[src/rtl/hazard_scoreboard_if.sv]
// Decode-side bundle for hazard_scoreboard: decode operands and pipeline controls in,
// stall / forward selects / stall counter out.
interface hazard_scoreboard_if #(
  parameter int REG_ADDR_W = 5,
  parameter int CNT_W      = 32
);
  logic                  id_valid;
  logic [REG_ADDR_W-1:0] id_rs1_addr;
  logic [REG_ADDR_W-1:0] id_rs2_addr;
  logic                  id_rs1_used;
  logic                  id_rs2_used;
  logic [REG_ADDR_W-1:0] id_rd_addr;
  logic                  id_reg_write;
  logic                  id_mem_read;
  logic                  hold;
  logic                  flush;
  logic                  stall;
  logic [3:0]            fwd_rs1_sel;
  logic [3:0]            fwd_rs2_sel;
  logic [CNT_W-1:0]      stall_cycles;

  modport master (
    output id_valid, id_rs1_addr, id_rs2_addr, id_rs1_used, id_rs2_used,
           id_rd_addr, id_reg_write, id_mem_read, hold, flush,
    input  stall, fwd_rs1_sel, fwd_rs2_sel, stall_cycles
  );

  modport slave (
    input  id_valid, id_rs1_addr, id_rs2_addr, id_rs1_used, id_rs2_used,
           id_rd_addr, id_reg_write, id_mem_read, hold, flush,
    output stall, fwd_rs1_sel, fwd_rs2_sel, stall_cycles
  );
endinterface

[src/rtl/hazard_scoreboard.sv]
// Data-hazard scoreboard: DEPTH-entry shift register of in-flight writers (entry 0 = EX).
// Define HAZARD_FWD_EN for forwarding with load-use stall; otherwise pure interlock.
module hazard_scoreboard #(
  parameter int REG_ADDR_W = 5,
  parameter int DEPTH      = 3,
  parameter int CNT_W      = 32
) (
  input  logic               clk,
  input  logic               rst,
  hazard_scoreboard_if.slave hz
);

  logic [DEPTH-1:0]      r_vld;
  logic [REG_ADDR_W-1:0] r_rd [DEPTH];
  logic [CNT_W-1:0]      r_cnt;

  logic [DEPTH-1:0] w_m1;
  logic [DEPTH-1:0] w_m2;
  logic             w_stall;
  logic             w_accept;
  logic [3:0]       w_sel1;
  logic [3:0]       w_sel2;

  always_comb begin
    w_m1 = '0;
    w_m2 = '0;
    for (int k = 0; k < DEPTH; k++) begin
      w_m1[k] = r_vld[k] && (r_rd[k] != '0) && (r_rd[k] == hz.id_rs1_addr) && hz.id_rs1_used;
      w_m2[k] = r_vld[k] && (r_rd[k] != '0) && (r_rd[k] == hz.id_rs2_addr) && hz.id_rs2_used;
    end
  end

`ifdef HAZARD_FWD_EN
  logic [DEPTH-1:0] r_ld;

  // Descending scan so the youngest (lowest-index) match wins.
  always_comb begin
    w_stall = hz.id_valid && !hz.flush && r_ld[0] && (w_m1[0] || w_m2[0]);
    w_sel1  = '0;
    w_sel2  = '0;
    for (int k = DEPTH - 1; k >= 0; k--) begin
      if (w_m1[k]) w_sel1 = 4'(k + 1);
      if (w_m2[k]) w_sel2 = 4'(k + 1);
    end
  end

  always_ff @(posedge clk) begin
    if (rst) begin
      r_ld <= '0;
    end else if (!hz.hold) begin
      for (int k = DEPTH - 1; k > 0; k--) r_ld[k] <= r_ld[k-1];
      r_ld[0] <= w_accept && hz.id_mem_read;
    end
  end
`else
  logic w_unused_ld;
  assign w_unused_ld = hz.id_mem_read;

  always_comb begin
    w_stall = hz.id_valid && !hz.flush && ((|w_m1) || (|w_m2));
    w_sel1  = '0;
    w_sel2  = '0;
  end
`endif

  assign w_accept = hz.id_valid && !w_stall && !hz.flush && hz.id_reg_write;

  always_ff @(posedge clk) begin
    if (rst) begin
      r_vld <= '0;
      for (int k = 0; k < DEPTH; k++) r_rd[k] <= '0;
    end else if (!hz.hold) begin
      for (int k = DEPTH - 1; k > 0; k--) begin
        r_vld[k] <= r_vld[k-1];
        r_rd[k]  <= r_rd[k-1];
      end
      r_vld[0] <= w_accept;
      r_rd[0]  <= w_accept ? hz.id_rd_addr : '0;
    end
  end

  always_ff @(posedge clk) begin
    if (rst) begin
      r_cnt <= '0;
    end else if (w_stall && !hz.hold && (r_cnt != '1)) begin
      r_cnt <= r_cnt + 1'b1;
    end
  end

  assign hz.stall        = w_stall;
  assign hz.fwd_rs1_sel  = w_sel1;
  assign hz.fwd_rs2_sel  = w_sel2;
  assign hz.stall_cycles = r_cnt;

endmodule

[src/flat_wrapper.sv]
// flat-port wrapper written by rule: the top's interface ports become plain ports
module hazard_scoreboard_flat 
#(
  parameter int REG_ADDR_W = 5,
  parameter int DEPTH      = 3,
  parameter int CNT_W      = 32
)
  (clk, rst, hz_id_valid, hz_id_rs1_addr, hz_id_rs2_addr, hz_id_rs1_used, hz_id_rs2_used, hz_id_rd_addr, hz_id_reg_write, hz_id_mem_read, hz_hold, hz_flush, hz_stall, hz_fwd_rs1_sel, hz_fwd_rs2_sel, hz_stall_cycles);
  hazard_scoreboard_if #(.REG_ADDR_W(REG_ADDR_W), .CNT_W(CNT_W)) hz_i ();
  input  logic clk;
  input  logic rst;
  input wire logic [$bits(hz_i.id_valid)-1:0] hz_id_valid;
  input wire logic [$bits(hz_i.id_rs1_addr)-1:0] hz_id_rs1_addr;
  input wire logic [$bits(hz_i.id_rs2_addr)-1:0] hz_id_rs2_addr;
  input wire logic [$bits(hz_i.id_rs1_used)-1:0] hz_id_rs1_used;
  input wire logic [$bits(hz_i.id_rs2_used)-1:0] hz_id_rs2_used;
  input wire logic [$bits(hz_i.id_rd_addr)-1:0] hz_id_rd_addr;
  input wire logic [$bits(hz_i.id_reg_write)-1:0] hz_id_reg_write;
  input wire logic [$bits(hz_i.id_mem_read)-1:0] hz_id_mem_read;
  input wire logic [$bits(hz_i.hold)-1:0] hz_hold;
  input wire logic [$bits(hz_i.flush)-1:0] hz_flush;
  output wire logic [$bits(hz_i.stall)-1:0] hz_stall;
  output wire logic [$bits(hz_i.fwd_rs1_sel)-1:0] hz_fwd_rs1_sel;
  output wire logic [$bits(hz_i.fwd_rs2_sel)-1:0] hz_fwd_rs2_sel;
  output wire logic [$bits(hz_i.stall_cycles)-1:0] hz_stall_cycles;
  assign hz_i.id_valid = hz_id_valid;
  assign hz_i.id_rs1_addr = hz_id_rs1_addr;
  assign hz_i.id_rs2_addr = hz_id_rs2_addr;
  assign hz_i.id_rs1_used = hz_id_rs1_used;
  assign hz_i.id_rs2_used = hz_id_rs2_used;
  assign hz_i.id_rd_addr = hz_id_rd_addr;
  assign hz_i.id_reg_write = hz_id_reg_write;
  assign hz_i.id_mem_read = hz_id_mem_read;
  assign hz_i.hold = hz_hold;
  assign hz_i.flush = hz_flush;
  assign hz_stall = hz_i.stall;
  assign hz_fwd_rs1_sel = hz_i.fwd_rs1_sel;
  assign hz_fwd_rs2_sel = hz_i.fwd_rs2_sel;
  assign hz_stall_cycles = hz_i.stall_cycles;
  hazard_scoreboard #(.REG_ADDR_W(REG_ADDR_W), .DEPTH(DEPTH), .CNT_W(CNT_W)) u_core (.clk(clk), .rst(rst), .hz(hz_i));
endmodule
[config.mk]
export PLATFORM = sky130hd
export DESIGN_NAME = hazard_scoreboard_flat
export DESIGN_NICKNAME = d
export VERILOG_FILES = /design/src/rtl/hazard_scoreboard_if.sv /design/src/rtl/hazard_scoreboard.sv /design/src/flat_wrapper.sv
export SDC_FILE = /design/constraint.sdc
export NUM_CORES = 1
export LEC_CHECK = 0
export CORE_MARGIN = 3
export CORE_UTILIZATION = 45
export DETAILED_ROUTE_END_ITERATION = 6
export HOLD_SLACK_MARGIN = 0.05
export PLACE_DENSITY = 0.71
export SLEW_MARGIN = 20
export SYNTH_ARGS = -nofsm -noshare
export SYNTH_HDL_FRONTEND = slang
export SYNTH_SLANG_ARGS = --single-unit
[constraint.sdc]
create_clock -name clk -period 4.3 [get_ports clk]
set_input_delay 0.86 -clock clk [delete_from_list [all_inputs] [get_ports clk]]
set_output_delay 0.86 -clock clk [all_outputs]
set_load 0.005 [all_outputs]
==> reports/results.txt <==
Pin count of the biggest net entering global routing - 39
Vias after detailed routing - 2547
Compound-Gate Fraction of Synth Area - 0.145
Endpoint of the most critical register-to-register path - u_core.hz.stall_cycles[12]$_SDFFE_PP0P_
Worst slew margin relative to its limit - 0.522
Die extent in x - 85.0 µm
Antenna cells - 0
Power density of the placed cells - 245 nW/µm²
EDFF count, synth - 15
Clk_lat worst skew - 0.30 ns
Number of hold-slack violations in the final timing report - 0
Worst Slack Setup Final - 0.390 ns
TritonCTS clock tree - done
Global-route wire length before repair - 11200 µm
Average wire per standard cell - 15.3 µm
Setup violators final - 0
Number of port buffers - 55
Syn. warnings - 0
Post-synthesis xor/xnor area fraction - 0.0998
All-layer global routing usage - 0.189
FF+latch area - 1150 µm²
Total area of multi-input combinational cells - 1520 µm²
Hold WC Path Type - reg2reg
Total half-perimeter wirelength after legalization and detailed placement - 5010 µm
Root Buffer - clkbuf_8
Maximum clock frequency - 256 MHz
Top library cells by usage in the layout, fill and taps aside - 55 x clkdlybuf4s50_1, 35 x dfxtp_1, 25 x a21oi_1, 19 x xnor2_1, 19 x nand2_1
Clock-pin slew on the worst setup and hold paths - 0.08 ns
Leak Pwr - 1.13 nW
RSZ-0062 raised after global routing - no
Data arrival time of the critical path - 3.05 ns
Num rows - 28
Synthesized flop and latch total - 50
Drt first pass iters - 4
Total Die Area - 7230 µm²
Fin crit period - 3.91 ns
Number of buffers added for setup after CTS - 0
Synthesized instance count - 316
Worst setup EP type - output pin
Final Net Count - 391
Share of synthesized area occupied by flip-flops and latches - 0.410
Height of the chip - 85.0 µm
VDD IR max - 0.154 mV
Clock sink count - 50
Post-synthesis async set-or-reset flop share - 0
Total of hold buffers inserted after clock tree synthesis - 0
Mux contribution to synthesized area - 0.0151
# Max-Cap Violations - 0
Main combinational cell family by area after synthesis - simple AND/OR/NAND/NOR gates
Number of antenna violations at the first check in global routing - 0
Initial core utilization - 0.469
H-tree lvl count - 2
Launch point of the worst hold path - u_core.hz.stall_cycles[28]$_SDFFE_PP0P_
Gr ovfl total - 0
Layout fillers - 542
Final sum of negative setup slack - 0 ns
Adder-cell area share of the yosys netlist - 0.00445
Routability congestion estimate from global placement - 0.846
Minimum setup slack among reg-to-reg paths - 1.59 ns
Average cell area after synthesis - 8.89 µm²
Top_reg_cell synth - dfxtp_1
Cell count of the worst hold path - 2
Total wire length after detailed routing - 6780 µm
Outcome - finished clean
Clock Skew - 0.00600 ns
Worst reg-to-reg path cell count - 8
DRC violation total after the first TritonRoute iteration - 126
Setup CP Type - in2out
Area growth from synthesis to final layout - 23.1%
Crit share post-route - 0.909
Least-Margin Pin Slew - 0.717 ns
Place WS - 0.375 ns
Number of buffers inserted during clock tree synthesis - 5
Final slew viol count - 0
Post-route DRC - 0
Number of antenna-violating nets in the routed design - 0
Most common library cell in the layout ignoring fill and taps - clkdlybuf4s50_1
Startpoint Class - input pin
Fraction of final layout cells with drive strength greater than 1 - 0.0381
Average via count per standard cell - 5.76
Core outline area - 5990 µm²
Worst path required time - 3.44 ns
Post-Route Utilization - 0.577
Worst reg2reg path startpoint - u_core.r_rd[0][11]$_SDFFCE_PN0P_
Destination of the worst hold path - u_core.hz.stall_cycles[28]$_SDFFE_PP0P_
Vias in the first global route - 2317
Worst-case clock buffer depth - 2
Post-synthesis instance area - 2810 µm²
Total design power - 848 µW
Top fanout value on the critical path - 4
Simple logic cell fraction of the synthesized area - 0.266
Number of I/O pins - 65
Number of different library cells in the post-synthesis netlist - 41
Resized cells post-CTS - 0
==> state kept, by name, summed over array words and instances (netlist names) <==
name / flops
u_core.r_vld: 3
u_core.r_rd: 15
u_core.hz.stall_cycles: 32
==> synth_stat cells, types with 12 or more instances <==
library cell,count,share of area
or3_1,12,0.027
a21oi_1,25,0.045
nand4_1,16,0.036
nor2_1,18,0.024
and2_1,12,0.027
xor2_1,13,0.041
or4_1,17,0.045
edfxtp_1,15,0.16
nand2_1,19,0.025
o31ai_1,13,0.035
dfxtp_1,35,0.25
xnor2_1,19,0.059
==> power breakdown <==
part           total [mW]  internal [mW]  switching, mW
combinational      0.0807         0.0416         0.0391
clock               0.261          0.112          0.149
sequential          0.506          0.495         0.0115
==> cell families (layout without fill, tap and decap cells) <==
| family | count (synthesis) | count (layout) |
|---|---|---|
| other | 1 | 8 |
| flip-flops | 50 | 50 |
| adder cells (fa/ha/maj) | 1 | 1 |
| AO/OA/AOI/OAI | 65 | 65 |
| buffers and inverters | 31 | 75 |
| multiplexers | 4 | 4 |
| XOR/XNOR | 32 | 32 |
| AND/OR/NAND/NOR | 132 | 132 |
==> area by class of cell <==
type | instances | area share
tap | 75 | 0.0271
clock inverter | 2 | 0.00253
sequential | 50 | 0.333
clock buffer | 6 | 0.0210
timing repair buffer | 59 | 0.168
inverter | 8 | 0.00869
multi-input combinational | 242 | 0.440
==> per-stage QoR <==
stage	cells	instance area (µm²)	hold WS, ns
2_1_floorplan	323	2840	0.460
3_3_place_gp	434	3380	0.487
3_5_place_dp	434	3380	0.497
4_1_cts	442	3460	0.517
5_1_grt	442	3460	0.551
6_report	442	3460	0.513
==> worst max-delay path, cell delays in order <==
cell and delay [ns]:
clkdlybuf4s50_1 0.59, xnor2_1 0.15, nand3_1 0.09, nor4_1 0.39, o31a_1 0.33, o21ai_4 0.07
inv_2 0.07, clkdlybuf4s50_1 0.50
==> routing by layer <==
metal / wire, µm / up-vias / track usage
li1: - / 1248 / -
met1: 3120 / 1222 / 0.261
met2: 3260 / 68 / 0.305
met3: 306 / 9 / 0.0282
met4: 94 / 0 / 0.0576
met5: 0 / - / 0
==> worst max path at each step <==
stage	to	startpoint	cells past startpoint
after CTS	hz_stall	hz_id_rs1_addr[3]	8
final	hz_stall	hz_id_rs1_addr[3]	8
after detailed placement	hz_stall	hz_id_rs2_addr[3]	8
after floorplan	hz_stall	u_core.r_rd[0][11]$_SDFFCE_PN0P_	8
after global routing	hz_stall	hz_id_rs2_addr[3]	8
after global placement	hz_stall	hz_id_rs1_addr[4]	8
Power figures use the tool's default switching activity.
